--- src/rtl/bcdu_instr_scheduler.sv ---
// Queues 16-bit BCDU instructions and issues one at a time, waiting for done (push->valid: 2 cycles).
// Back-pressure via o_ready when full or in error; a BCDU error or watchdog timeout flushes the queue until cleared.
module bcdu_instr_scheduler #(
   parameter int FIFO_DEPTH     = 4,
   parameter int TIMEOUT_CYCLES = 1024
) (
   input  logic                          i_clk,
   input  logic                          i_rst_n,
   input  logic                          i_valid,
   input  logic [15:0]                   i_instr,
   output logic                          o_ready,
   output logic [15:0]                   o_bcdu_instr,
   output logic                          o_bcdu_valid,
   input  logic                          i_bcdu_ready,
   input  logic                          i_bcdu_done,
   input  logic                          i_bcdu_err,
   input  logic                          i_err_clr,
   output logic                          o_busy,
   output logic                          o_err,
   output logic [$clog2(FIFO_DEPTH):0]   o_level
);
   localparam int AW = $clog2(FIFO_DEPTH);
   localparam int WW = $clog2(TIMEOUT_CYCLES);
   localparam logic [AW:0]   LVL_FULL = (AW+1)'(FIFO_DEPTH);
   localparam logic [WW-1:0] WD_LAST  = WW'(TIMEOUT_CYCLES - 1);
   localparam logic [WW-1:0] WD_TRIP  = WW'(TIMEOUT_CYCLES - 2);

   typedef enum logic [1:0] {IDLE, ISSUE, WAIT, ERR} state_t;

   state_t        state_q, state_d;
   logic [15:0]   mem_q [FIFO_DEPTH];
   logic [AW-1:0] wr_ptr_q, wr_ptr_d, rd_ptr_q, rd_ptr_d;
   logic [AW:0]   level_q, level_d;
   logic [15:0]   instr_q, instr_d;
   logic          valid_q, valid_d, err_q, err_d;
   logic [WW-1:0] wd_q, wd_d;
   logic          push, pop, flush, full;

   assign full    = (level_q == LVL_FULL);
   assign o_ready = !full && (state_q != ERR) && i_rst_n;
   assign push    = i_valid && o_ready;

   always_comb begin
      state_d = state_q;
      instr_d = instr_q;
      valid_d = valid_q;
      err_d   = err_q;
      wd_d    = wd_q;
      pop     = 1'b0;
      flush   = 1'b0;
      case (state_q)
         IDLE: begin
            valid_d = 1'b0;
            if (level_q != '0) begin
               instr_d = mem_q[rd_ptr_q];
               valid_d = 1'b1;
               state_d = ISSUE;
            end
         end
         ISSUE: begin
            if (i_bcdu_ready) begin
               pop     = 1'b1;
               wd_d    = '0;
               valid_d = 1'b0;
               state_d = WAIT;
            end
         end
         WAIT: begin
            if (wd_q != WD_LAST) wd_d = wd_q + WW'(1);
            if (i_bcdu_done) begin
               if (i_bcdu_err) begin
                  flush   = 1'b1;
                  err_d   = 1'b1;
                  state_d = ERR;
               end else if (level_q != '0) begin
                  instr_d = mem_q[rd_ptr_q];
                  valid_d = 1'b1;
                  state_d = ISSUE;
               end else if (push) begin
                  // Head is the word being written this cycle.
                  instr_d = i_instr;
                  valid_d = 1'b1;
                  state_d = ISSUE;
               end else begin
                  state_d = IDLE;
               end
            end else if (wd_q == WD_TRIP) begin
               flush   = 1'b1;
               err_d   = 1'b1;
               state_d = ERR;
            end
         end
         ERR: begin
            if (i_err_clr) begin
               err_d   = 1'b0;
               state_d = IDLE;
            end
         end
         default: state_d = IDLE;
      endcase
   end

   always_comb begin
      wr_ptr_d = wr_ptr_q;
      rd_ptr_d = rd_ptr_q;
      level_d  = level_q;
      if (flush) begin
         wr_ptr_d = '0;
         rd_ptr_d = '0;
         level_d  = '0;
      end else begin
         if (push) wr_ptr_d = wr_ptr_q + AW'(1);
         if (pop)  rd_ptr_d = rd_ptr_q + AW'(1);
         level_d = level_q + (AW+1)'(push) - (AW+1)'(pop);
      end
   end

   always_ff @(posedge i_clk) begin
      if (push && !flush) mem_q[wr_ptr_q] <= i_instr;
   end

   always_ff @(posedge i_clk) begin
      if (!i_rst_n) begin
         state_q  <= IDLE;
         wr_ptr_q <= '0;
         rd_ptr_q <= '0;
         level_q  <= '0;
         instr_q  <= 16'h0000;
         valid_q  <= 1'b0;
         err_q    <= 1'b0;
         wd_q     <= '0;
      end else begin
         state_q  <= state_d;
         wr_ptr_q <= wr_ptr_d;
         rd_ptr_q <= rd_ptr_d;
         level_q  <= level_d;
         instr_q  <= instr_d;
         valid_q  <= valid_d;
         err_q    <= err_d;
         wd_q     <= wd_d;
      end
   end

   assign o_bcdu_instr = instr_q;
   assign o_bcdu_valid = valid_q;
   assign o_err        = err_q;
   assign o_level      = level_q;
   assign o_busy       = (state_q != IDLE) || (level_q != '0);
endmodule

--- config.mk ---
export PLATFORM = sky130hd
export DESIGN_NAME = bcdu_instr_scheduler
export DESIGN_NICKNAME = d
export VERILOG_FILES = /design/src/rtl/bcdu_instr_scheduler.sv
export SDC_FILE = /design/constraint.sdc
export NUM_CORES = 1
export LEC_CHECK = 0
export CAP_MARGIN = 10
export CORE_ASPECT_RATIO = 0.8
export CORE_UTILIZATION = 35
export CTS_BUF_LIST = sky130_fd_sc_hd__clkbuf_2 sky130_fd_sc_hd__clkbuf_4 sky130_fd_sc_hd__clkbuf_8
export DETAILED_ROUTE_END_ITERATION = 10
export PLACE_DENSITY = 0.52
export RECOVER_POWER = 100
export REMOVE_ABC_BUFFERS = 1
export SETUP_SLACK_MARGIN = 0.3
export SLEW_MARGIN = 20
export SYNTH_ARGS = -nofsm -noshare
export SYNTH_HDL_FRONTEND = slang
export SYNTH_SLANG_ARGS = --single-unit
--- constraint.sdc ---
create_clock -name i_clk -period 2.96 [get_ports i_clk]
set_input_delay 0.444 -clock i_clk [delete_from_list [all_inputs] [get_ports i_clk]]
set_output_delay 0.444 -clock i_clk [all_outputs]
set_load 0.01 [all_outputs]
## Word-level counts from Yosys, hierarchy flattened

Memories as Yosys holds them, arrays and structs flattened. A register that Yosys moved wholly into a read port is not among the register bits.
Cells that the tools add are included.

| operators by class | value |
|---|---|
| multiplexer cells | 40 |
| bitwise logic cells | 1 |
| reductions and logical operators | 20 |
| equality and inequality tests | 16 |
| add/subtract/negate cells | 5 |

Operators with widths:

| kind | count |
|---|---|
| 16-bit 2-to-1 mux | 5 |
| 16-bit one-hot mux with 2 select lines | 1 |
| 1-bit 2-to-1 mux | 20 |
| 10-bit 2-to-1 mux | 2 |
| 10-bit one-hot mux with 2 select lines | 1 |
| 2-bit 2-to-1 mux | 8 |
| 2-bit != test (second input constant) | 7 |
| 10-bit by 1-bit adder with 10-bit output (second input constant) | 1 |
| 10-bit equality test (second input constant) | 1 |
| 10-bit != test (second input constant) | 1 |
| 5-bit AND reduction | 2 |
| 3-bit != test (second input constant) | 3 |
| 2-bit one-hot mux with 4 select lines | 1 |
| 4-bit AND reduction | 2 |
| 2-bit nonzero test | 4 |
| 3-bit nonzero test | 2 |
| 2-bit by 1-bit adder with 2-bit output (second input constant) | 2 |
| 2-bit equality test (second input constant) | 2 |
| 1-bit logical AND | 4 |
| 3-bit by 1-bit adder with 3-bit output | 1 |
| 3-bit equality test (second input constant) | 1 |
| 1-bit one-hot mux with 3 select lines | 1 |
| 3-bit AND reduction | 1 |
| 3-bit by 1-bit subtractor with 3-bit output | 1 |
| 7 further kinds | 8 |

| storage, ports and cells | value |
|---|---|
| memory bits (writable) | 64 |
| memories | 1 |
| logic and storage cells | 91 |
| flip-flop bits (word level) | 37 |

Memories:

| memory | words | width | read ports | clocked after Yosys merged registers in | write ports | line | text |
|---|---|---|---|---|---|---|---|
| mem_q | 4 | 16 | 1 | 1 | 1 | 31 | `logic [15:0] mem_q [FIFO_DEPTH];` |

## Longest topological paths before layout

Gate-level depths: netlist of run 1.

| logic depth | value |
|---|---|
| word-level depth | 10 |
| mapped depth | 12 |
| depth with buffers taken out | 12 |

## Least setup slack after synthesis of run 1

OpenSTA, ideal clock, no wires.

| timing | value |
|---|---|
| path type | register to register |
| start | reg state_q[0] |
| end | reg level_q[2], in the netlist o_level[2] |
| cell stages (with the launch flop) | 13 |
| buffers on the path | 0 |
| data arrival time | 2.332 ns |
| slack | 0.495 ns |
| library setup time | 0.133 ns |
| cell sequence | dfxtp_1 ha_1 nand3b_1 a21oi_1 inv_1 ha_1 inv_1 ha_1 inv_1 fa_1 xor2_1 xnor2_1 nor2_1 |

| between the ends | value |
|---|---|
| cells in the longest elaborated chain, start to end | 6 |

Ends and longest elaborated chain:

| element | line | text |
|---|---|---|
| start, declared | 30 | `state_t state_q, state_d;` |
| start signal, assigned | 133 | `state_q <= state_d;` |
| 2-bit != test | 40 | `assign o_ready = !full && (state_q != ERR) && i_rst_n;` |
| 1-bit logical AND (2 in series) | 40 |  |
| 1-bit logical AND | 41 | `assign push = i_valid && o_ready;` |
| 3-bit by 1-bit adder with 3-bit output | 114 | `level_d = level_q + (AW+1)'(push) - (AW+1)'(pop);` |
| 3-bit by 1-bit subtractor with 3-bit output | 114 |  |
| end signal, assigned | 136 | `level_q <= level_d;` |
| end, declared | 33 | `logic [AW:0] level_q, level_d;` |

Parallel ways exist; a longest one is shown, timed or not.
A chain may end at the register's enable or synchronous reset.

## Worst setup path after layout of run 1

Ends and elaborated chain as after synthesis.

==> results of run 1 <==
-- synth_stat cells (all sizes together), types with 3 or more instances --
cell    count
o21ai      21
nor2       13
buf         8
and4        3
a21oi      12
and2        6
or3         5
edfxtp     64
clkbuf      7
nand4       3
nand2      48
nand3       9
ha         12
inv        13
a31oi      16
dfxtp      39
o31ai       3
mux2i       5
xor2        3
a211oi      3
or4         3
mux4       16
-- final cells by class --
| type | count | share of cell area |
|---|---|---|
| multi-input cells | 208 | 0.3022 |
| inverters | 13 | 0.009281 |
| clock buffers | 10 | 0.02499 |
| well taps | 171 | 0.04069 |
| clock inverters | 6 | 0.01142 |
| repair buffers | 54 | 0.09733 |
| flip-flops and latches | 103 | 0.5140 |
-- power by group --
part | leakage (uW) | switching, uW | internal [uW]
registers | 0.000900 | 99.1 | 1690
logic | 0.000838 | 660 | 534
clock network | 0.0000991 | 472 | 398
-- state kept, by name, indices dropped and copies added, names as in the netlist, named ones only --
register      count
state_q           2
o_bcdu_instr     16
wd_q             10
o_err             1
wr_ptr_q          2
o_level           3
rd_ptr_q          2
mem_q            64
o_bcdu_valid      1
-- cell usage in the layout, fill, tap and decap left out, types with 2 or more instances in the layout --
master	Yosys	layout
edfxtp_1	64	64
nand2_1	48	48
dfxtp_1	39	39
dlygate4sd3_1	0	38
o21ai_0	19	20
mux4_2	16	16
a31oi_1	16	16
inv_1	13	13
nor2_1	13	13
a21oi_1	12	12
ha_1	12	11
nand3_1	8	9
clkbuf_8	0	9
clkdlybuf4s50_1	0	6
mux2i_1	5	5
clkbuf_2	3	5
and2_0	1	4
or3_2	4	4
a211oi_1	3	3
nand4_1	3	3
xor2_1	3	3
o31ai_1	3	3
or4_1	3	3
buf_4	1	3
and4_4	2	2
and3_1	2	2
and2_1	5	2
nor2b_1	2	2
xnor2_1	2	2
a311oi_1	2	2
clkinv_1	0	2
-- worst max path at each step --
stage	from	endpoint	slack, ns	cells after the start
floorplan	state_q[0]$_SDFFE_PN0P_	o_level[2]$_SDFF_PP0_	0.49	12
global placement	i_rst_n	o_ready	0.25	5
detailed placement	i_rst_n	o_level[2]$_SDFF_PP0_	0.23	12
CTS	i_rst_n	o_ready	0.31	5
global route	state_q[0]$_SDFFE_PN0P_	o_level[2]$_SDFF_PP0_	0.18	12
finish	state_q[0]$_SDFFE_PN0P_	o_level[2]$_SDFF_PP0_	0.44	12
-- routing by layer --
metal | GRT usage | share of wire | vias to the layer above
met5 | 0 | 0 | -
met4 | 0.04029 | 0.0093 | 0
met3 | 0.05131 | 0.037 | 6
met2 | 0.2417 | 0.46 | 36
met1 | 0.2063 | 0.50 | 1342
li1 | - | - | 1382
-- through the flow --
stage	util	hold slack (ns)	cell area [um2]	worst slack, ns
CTS	0.4312	0.4809	5264	0.3113
global route	0.4307	0.5057	5258	0.1808
floorplan	-	0.4608	4325	0.4950
detailed placement	0.4152	0.4670	5069	0.2290
global placement	0.4152	0.4770	5069	0.2529
finish	0.4307	0.4745	5258	0.4379
-- critical path, stage by stage (launching register included) --
cell and delay (ns):
dfxtp_1 0.38, ha_4 0.21, nand3b_1 0.19, a21oi_1 0.20
inv_1 0.12, ha_1 0.30, inv_1 0.05, ha_1 0.13
inv_1 0.05, fa_1 0.37, xor2_1 0.18, xnor2_1 0.13
nor2_1 0.05
-- kinds of logic (layout without fill, tap and decap cells) --
family / count (synthesis) / count (layout)
XOR/XNOR: 5 / 5
multiplexers: 22 / 22
adder cells (fa/ha/maj): 13 / 13
buffers and inverters: 28 / 83
flip-flops: 103 / 103
AND/OR/NAND/NOR: 101 / 101
AO/OA/AOI/OAI: 67 / 67
-- what timing repair did --
| item | CTS | global route |
|---|---|---|
| gates resized for setup | 1 | 7 |
| endpoints found under the setup margin | 1 | 2 |
| setup buffers | 0 | 0 |
| hold endpoints to repair | 0 | 0 |
==> summary.txt, run 1 <==
Outcome
  • Status: finished clean

Synth
  • Yosys top cell by area: edfxtp_1
  • Post-Synth Adder-Cell Area: 0.03865
  • Top FF cell, synth: edfxtp_1
  • Yosys top cell area share: 0.4365
  • Xor/xnor share of the synthesized area: 0.009946
  • Number of synthesized flops with an enable pin: 64
  • Mux share of post-synthesis cell area: 0.09662
  • Seq cells post-synth: just over 100
  • Post-Syn Area: between 0.004 and 0.005 mm2
  • Largest family of logic cells by synthesized area: simple AND/OR/NAND/NOR gates
  • Top post-synthesis cells by area: edfxtp_1, dfxtp_1, mux4_2
  • Sequential fraction of the synthesis area: 0.6138
  • Compound-cell area share of the yosys netlist: 0.09577
  • Yosys warnings: 0
  • Synth Area in Simple Gates: 0.1165
  • Cells after synthesis: approximately 340
  • Post-Syn Area per Cell: ~13 um2
  • Post-synth cell types: between 50 and 60
  • Async SR Flop Fraction: 0

Clock network
  • Max Root-Sink Buffers: 2
  • Worst-path clk slew: approximately 0.090 ns
  • Hold_buf cts: 0
  • H-tree levels: 3
  • Clk sinks: about 100
  • Worst skew pair latency: approximately 0.37 ns
  • CTS tree: built
  • Clock root cell: clkbuf_8
  • CTS buffer count: 9

Cells and area
  • Filler cells: 1152
  • FF+latch area: approximately 0.0027 mm2
  • Non-Filler Instances: between 500 and 600
  • Layout cells sized above 1: 0.1244
  • Layout Nets: roughly 430
  • Multi-input logic area: 0.001589 mm2
  • Synth-to-Final Area Change: 19.41%
  • Antenna fix cells: 0

Die
  • Ports: between 40 and 50
  • Die area: approximately 0.013 mm2
  • Placeable Area: 0.01221 mm2
  • Initial Util: 0.3607
  • Die Span Y: 102.3 um
  • Row count: 36
  • Chip Width: roughly 130 um

Placed design
  • # port buffers: 45
  • Post-DP HPWL: 5820 um
  • GPL Wtd Cong: roughly 0.79
  • Placed insts: ~550

GRT
  • Overall global routing resource usage: 0.1542
  • GRT overflow: 0
  • First-pass GRT wire length: approximately 15000 um
  • Antenna violations before repair: 0
  • Vias in the first global route: 2711
  • Largest net degree at the start of global routing: 33

Worst setup path
  • Reg-to-reg slack, setup: between 0.4 and 0.5 ns
  • Reg2reg end: o_level[2]$_SDFF_PP0_
  • Reg2Reg Depth: 12
  • Reg-to-reg critical path startpoint: state_q[0]$_SDFFE_PN0P_
  • CP endpoint kind: flop
  • Worst path required time: approximately 3.2 ns
  • Maximum fanout along the worst path: 7
  • Critical path class: flop to flop
  • CP arrival: between 2 and 3 ns
  • Critical path launch point type: flop

Hold path
  • Hold Path Origin: o_err$_SDFFE_PN0P_
  • Cell depth of the worst hold path: 2
  • Worst min path class: flop to flop
  • Hold path endpoint: o_err$_SDFFE_PN0P_

STA
  • Setup TNS: 0 ns
  • Tmin final: 2.522 ns
  • Fin crit share: 0.8521
  • Fmax: 396.5 MHz
  • Slew HR: 0.3875
  • Final Setup Violations: 0
  • Worst-Margin Slew: around 0.92 ns
  • Clk_skew: 0.007953 ns
  • Final Max Tran Viols: 0
  • Final Hold Viols: 0
  • RSZ-0062 raised after global routing: no

Route
  • First drt pass iteration count: 5
  • Vias: about 2800
  • Post-DR wirelength/cell: 16.35 um
  • Antenna viol nets, final: 0
  • DRC: 0
  • DRT iter0 DRCs: 210
  • Vias per cell: approximately 4.9
  • Detailed Route WL: 9238 um

Flow run
  • Max_cap viols: 0

Power and ir drop
  • Power per cell area: 732.8 mW/mm2
  • Pleak: ~0.0018 uW
  • VDD IR max: 484.6 uV
  • Overall Power: 3853 uW
Note: power is estimated with default switching activity, not from simulation.
==> run 2: changes to the inputs <==
CORE_MARGIN = 5   (was not set)
==> summary.txt, run 2 (synthesis results as in run 1) <==
Outcome
  • Status: finished clean

Route
  • DRC: 0 (unchanged)
  • First drt pass iteration count: 4 (-1)
  • Vias per cell: 4.989 (+1.9%)
  • Antenna viol nets, final: 0 (unchanged)
  • DRT iter0 DRCs: 153 (-27%)
  • Post-DR wirelength/cell: 16.23 um (-0.74%)
  • Detailed Route WL: 9218 um (-0.22%)
  • Vias: 2834 (+2.5%)

STA
  • Fin crit share: 0.9252 (+0.07313)
  • Final Max Tran Viols: 0 (unchanged)
  • Worst-Margin Slew: 1.008 ns (+0.09085 ns)
  • Final Hold Viols: 0 (unchanged)
  • RSZ-0062 raised after global routing: no
  • Setup TNS: 0 ns (unchanged)
  • Fmax: 365.1 MHz (-7.9%)
  • Tmin final: 2.739 ns (+0.2165 ns)
  • Clk_skew: 0.01077 ns (+0.002817 ns)
  • Final Setup Violations: 0 (unchanged)
  • Slew HR: 0.3207 (-0.06684)

GRT
  • Largest net degree at the start of global routing: 33 (unchanged)
  • GRT overflow: 0 (unchanged)
  • First-pass GRT wire length: 14920 um (+0.98%)
  • Overall global routing resource usage: 0.1322 (-0.02203)
  • Antenna violations before repair: 0 (unchanged)
  • Vias in the first global route: 2751 (+1.5%)

Worst setup path
  • Critical path launch point type: input pin
  • Critical path class: input pin to output port
  • CP endpoint kind: output port
  • Worst path cell trace: dlygate4sd3_1, clkbuf_4, inv_1, a211oi_1, dlygate4sd3_1
  • Reg-to-reg slack, setup: 0.53 ns (+0.09 ns)
  • Slowest-stage cell, CP: dlygate4sd3_1
  • Maximum fanout along the worst path: 2 (-5)
  • Reg2Reg Depth: 12 (unchanged)
  • CP arrival: 2.29 ns (-0.46 ns)
  • Critical Path Max Stage Delay: 0.70 ns (+0.32 ns)
  • Worst path required time: 2.52 ns (-0.67 ns)
  • Most frequent CP cell: dlygate4sd3_1

Die
  • Die Span Y: 110.3 um (+7.8%)
  • Die area: 0.01494 mm2 (+15%)
  • Chip Width: 135.4 um (+6.3%)
  • Initial Util: 0.3594 (-0.001326)
  • Placeable Area: 0.01225 mm2 (+0.37%)
  • Ports: 46 (unchanged)
  • Row count: 36 (unchanged)

Clock network
  • Max Root-Sink Buffers: 2 (unchanged)
  • Hold_buf cts: 0 (unchanged)
  • Worst-path clk slew: 0.09 ns (about the same)
  • CTS tree: built
  • CTS buffer count: 9 (unchanged)
  • H-tree levels: 3 (unchanged)
  • Clock root cell: clkbuf_8
  • Worst skew pair latency: 0.37 ns (about the same)
  • Clk sinks: 103 (unchanged)

Power and ir drop
  • Pleak: 0.001858 uW (+1.2%)
  • Switching share of power: 0.3206 (+0.001004)
  • Combinational share of power: 0.306 (-0.004)
  • VDD IR max: 341.2 uV (-30%)
  • Power per cell area: 741.1 mW/mm2 (+1.1%)
  • Flop pwr share: 0.457 (-0.007)
  • Switching Power: 1255 uW (+1.9%)
  • P_int: 2659 uW (+1.4%)
  • Share of total power in the clock network: 0.237 (+0.011)

Placed design
  • GPL Wtd Cong: 0.7558 (-4.5%)
  • # port buffers: 45 (unchanged)
  • Post-DP HPWL: 5987 um (+2.9%)

Cells and area
  • Synth-to-Final Area Change: 19.95%
  • Final Core Density: 0.4311 (about the same)
  • Layout Nets: 428 (+0.71%)
  • Most common cell after layout, fill and taps aside: edfxtp_1
  • Layout cells sized above 1: 0.1335 (+0.009136)
  • Largest register by flop count: mem_q
  • Most frequent cells in the layout: edfxtp_1, nand2_1, dlygate4sd3_1, dfxtp_1, o21ai_0
  • Antenna fix cells: 0 (unchanged)
  • Max reg flops: 64 (unchanged)

Flow run
  • Max_cap viols: 0 (unchanged)

Hold path
  • Cell depth of the worst hold path: 2 (unchanged)
  • Worst min path class: flop to flop
==> run 2: worst paths after layout <==
path                                               from                     to
worst max-delay path                            i_rst_n                o_ready
worst min-delay path                 o_err$_SDFFE_PN0P_     o_err$_SDFFE_PN0P_
worst max register to register  state_q[0]$_SDFFE_PN0P_  o_level[2]$_SDFF_PP0_
worst min register to register       o_err$_SDFFE_PN0P_     o_err$_SDFFE_PN0P_
==> run 2: power by group through the flow <==
stage / clock network [uW] / registers (uW) / logic, uW
after floorplan: 0 / 1870 / 688
after global placement: 0 / 1820 / 1300
after detailed placement: 0 / 1830 / 1300
after CTS: 963 / 1790 / 1310
after global routing: 1010 / 1810 / 1360
final: 927 / 1790 / 1200
==> run 2: final cells by class <==
type	count	area, um2
sequential	103	2703
multi-input combinational	208	1562
timing repair buffer	57	540.5
fill	1183	6970
inverter	13	48.80
tap	171	214.0
clock buffer	9	123.9
clock inverter	7	90.09
==> run 2: routing by layer <==
layer	vias up	global-route usage	wire [um]
met3	7	0.03403	315
met4	0	0.03885	101
li1	1392	-	-
met1	1389	0.1774	4521
met5	-	0	0
met2	46	0.2134	4279
==> run 2: timing repair <==
item                       4_1_cts  5_1_grt
gates resized for setup          0        2
setup endpoints to repair        0        1
buffers inserted                 0        0
==> run 2: worst max-delay path: cells and delay by family <==
family / cells / cell delay [ns]
buffers and inverters: 4 / 1.60
AOI/OAI and AO/OA: 1 / 0.25
==> run 2: through the flow <==
stage	instances	power [uW]	cell area, um2	hold WS (ns)	setup slack, ns
floorplan	324	2558	4325	0.4608	0.4950
finish	568	3914	5281	0.4712	0.2214
global route	568	4178	5281	0.5130	0.1683
CTS	568	4063	5318	0.4790	0.3644
detailed placement	552	3127	5104	0.4616	0.1283
global placement	552	3123	5104	0.4580	0.1430
==> run 3: changes to the inputs <==
PLACE_DENSITY = not set   (was 0.52)
PLACE_DENSITY_LB_ADDON = 0.15   (was not set)
==> summary.txt, run 3 (synthesis results as in run 1) <==
Route
  • Post-DR wirelength/cell: 16.55 um (+2.0%)
  • Antenna viol nets, final: 0 (unchanged)
  • Detailed Route WL: 9386 um (+1.8%)
  • Vias: 2776 (-2.0%)
  • DRC: 0 (unchanged)
  • DRT iter0 DRCs: 233 (+52%)
  • Vias per cell: 4.896 (-1.9%)
  • First drt pass iteration count: 4 (unchanged)

Worst setup path
  • CP endpoint kind: output port
  • Reg2Reg Depth: 12 (unchanged)
  • Critical path class: input pin to output port
  • Critical path launch point type: input pin
  • Reg-to-reg critical path startpoint: state_q[0]$_SDFFE_PN0P_
  • CP startpoint: i_rst_n
  • Maximum fanout along the worst path: 26 (+24)
  • Worst path required time: 2.52 ns (about the same)
  • CP arrival: 2.22 ns (-0.07 ns)

Cells and area
  • Synth-to-Final Area Change: 20.40%
  • Most common cell after layout, fill and taps aside: edfxtp_1
  • Antenna fix cells: 0 (unchanged)
  • Largest register by flop count: mem_q
  • Most frequent cells in the layout: edfxtp_1, nand2_1, dfxtp_1, dlygate4sd3_1, o21ai_0
  • Max reg flops: 64 (unchanged)
  • Filler cells: 1179 (-0.34%)
  • Layout Nets: 427 (-0.23%)
  • Layout cells sized above 1: 0.1288 (-0.004713)

STA
  • Final Hold Viols: 0 (unchanged)
  • Fin crit share: 0.8990 (-0.02622)
  • Clk_skew: 0.01328 ns (+0.002512 ns)
  • Worst-Margin Slew: 0.8953 ns (-0.1131 ns)
  • Min Hold Slack: 0.4871 ns (+0.01595 ns)
  • Fmax: 375.8 MHz (+2.9%)
  • Final Setup Violations: 0 (unchanged)
  • Slew HR: 0.3968 (+0.07617)
  • Tmin final: 2.661 ns (-0.07762 ns)
  • Setup TNS: 0 ns (unchanged)
  • RSZ-0062 raised after global routing: yes
  • Final Max Tran Viols: 0 (unchanged)

Clock network
  • Max Root-Sink Buffers: 2 (unchanged)
  • Clock root cell: clkbuf_8
  • Worst-path clk slew: 0.10 ns (about the same)
  • H-tree levels: 3 (unchanged)
  • CTS tree: built
  • Hold_buf cts: 0 (unchanged)
  • Worst skew pair latency: 0.36 ns (about the same)
  • # Post-CTS Setup Buffers: 0 (unchanged)
  • Clk sinks: 103 (unchanged)
  • CTS buffer count: 9 (unchanged)

Die
  • Row count: 36 (unchanged)
  • Initial Util: 0.3594 (unchanged)
  • Die area: 0.01494 mm2 (unchanged)
  • Chip Width: 135.4 um (unchanged)
  • Die Span Y: 110.3 um (unchanged)
  • Placeable Area: 0.01225 mm2 (unchanged)
  • Ports: 46 (unchanged)

Hold path
  • Cell depth of the worst hold path: 2 (unchanged)
  • Worst min path class: flop to flop
  • Hold Path Origin: o_err$_SDFFE_PN0P_

GRT
  • Vias in the first global route: 2892 (+5.1%)
  • GRT overflow: 0 (unchanged)
  • Antenna violations before repair: 0 (unchanged)
  • First-pass GRT wire length: 15410 um (+3.3%)
  • Largest net degree at the start of global routing: 33 (unchanged)
  • Overall global routing resource usage: 0.1362 (+0.004074)

Power and ir drop
  • Pleak: 0.001866 uW (+0.41%)
  • VDD IR max: 309.4 uV (-9.3%)
  • Power per cell area: 763.6 mW/mm2 (+3.0%)

Placed design
  • Post-DP HPWL: 6025 um (+0.64%)
  • # port buffers: 45 (unchanged)
  • GPL Wtd Cong: 0.7409 (-2.0%)

Flow run
  • Max_cap viols: 0 (unchanged)

Outcome
  • Status: finished clean
## run 3: cell count changes in the layout (fill, tap and decap cells not counted), moves of 2 or more
cell / change
clkinv_4: -2
and2_1: -2
and2_0: +2
clkdlybuf4s50_1: +3
dlygate4sd3_1: -3
inv_6: -2
bufinv_16: +2
## run 3: routing by layer
layer	routed length (um)	up-vias	track usage
met2	4331	53	0.2152
met4	76	0	0.02806
met1	4483	1337	0.1857
met5	0	-	0
li1	-	1380	-
met3	495	6	0.04446
## run 3: report_power, final
group | switching [uW] | leakage, uW | total [uW] | internal (uW)
Combinational | 664 | 0.000839 | 1200 | 534
Sequential | 94.8 | 0.000900 | 1780 | 1690
Clock | 470 | 0.000127 | 1070 | 596
## run 3: worst max-delay path, cell delays in order
cell and delay [ns]:
clkdlybuf4s50_1 0.53, clkbuf_4 0.37, inv_1 0.09, a211oi_1 0.19, clkdlybuf4s50_1 0.58
## run 3: per-stage QoR
stage	instances	setup WS, ns	area, um2	power (uW)	utilization
finish	567	0.2990	5301	4048	0.4327
global route	567	0.1504	5301	4317	0.4327
CTS	567	0.3068	5333	4178	0.4353
detailed placement	551	0.1332	5084	3106	0.4149
global placement	551	0.1767	5084	3096	0.4149
floorplan	324	0.4950	4325	2558	-
## run 3: worst paths after layout
kind / endpoint / slack, ns
setup / recovery: o_ready / 0.30
hold / removal: o_err$_SDFFE_PN0P_ / 0.49
setup reg to reg: o_level[2]$_SDFF_PP0_ / 0.38
hold reg to reg: o_err$_SDFFE_PN0P_ / 0.49
## run 3: repair_timing
item / in CTS / in global routing
setup endpoints to repair: 0 / 2
endpoints found under the hold margin: 0 / 0
resized for setup: 0 / 2
## run 3: layout make-up
cell class / count / area (um2) / share of cell area
tap: 171 / 214.0 / 0.04036
clock inverter: 5 / 103.9 / 0.01959
timing repair buffer: 56 / 516.7 / 0.09747
sequential: 103 / 2703 / 0.5098
inverter: 13 / 48.80 / 0.009205
multi-input combinational: 208 / 1570 / 0.2962
clock buffer: 11 / 145.1 / 0.02738
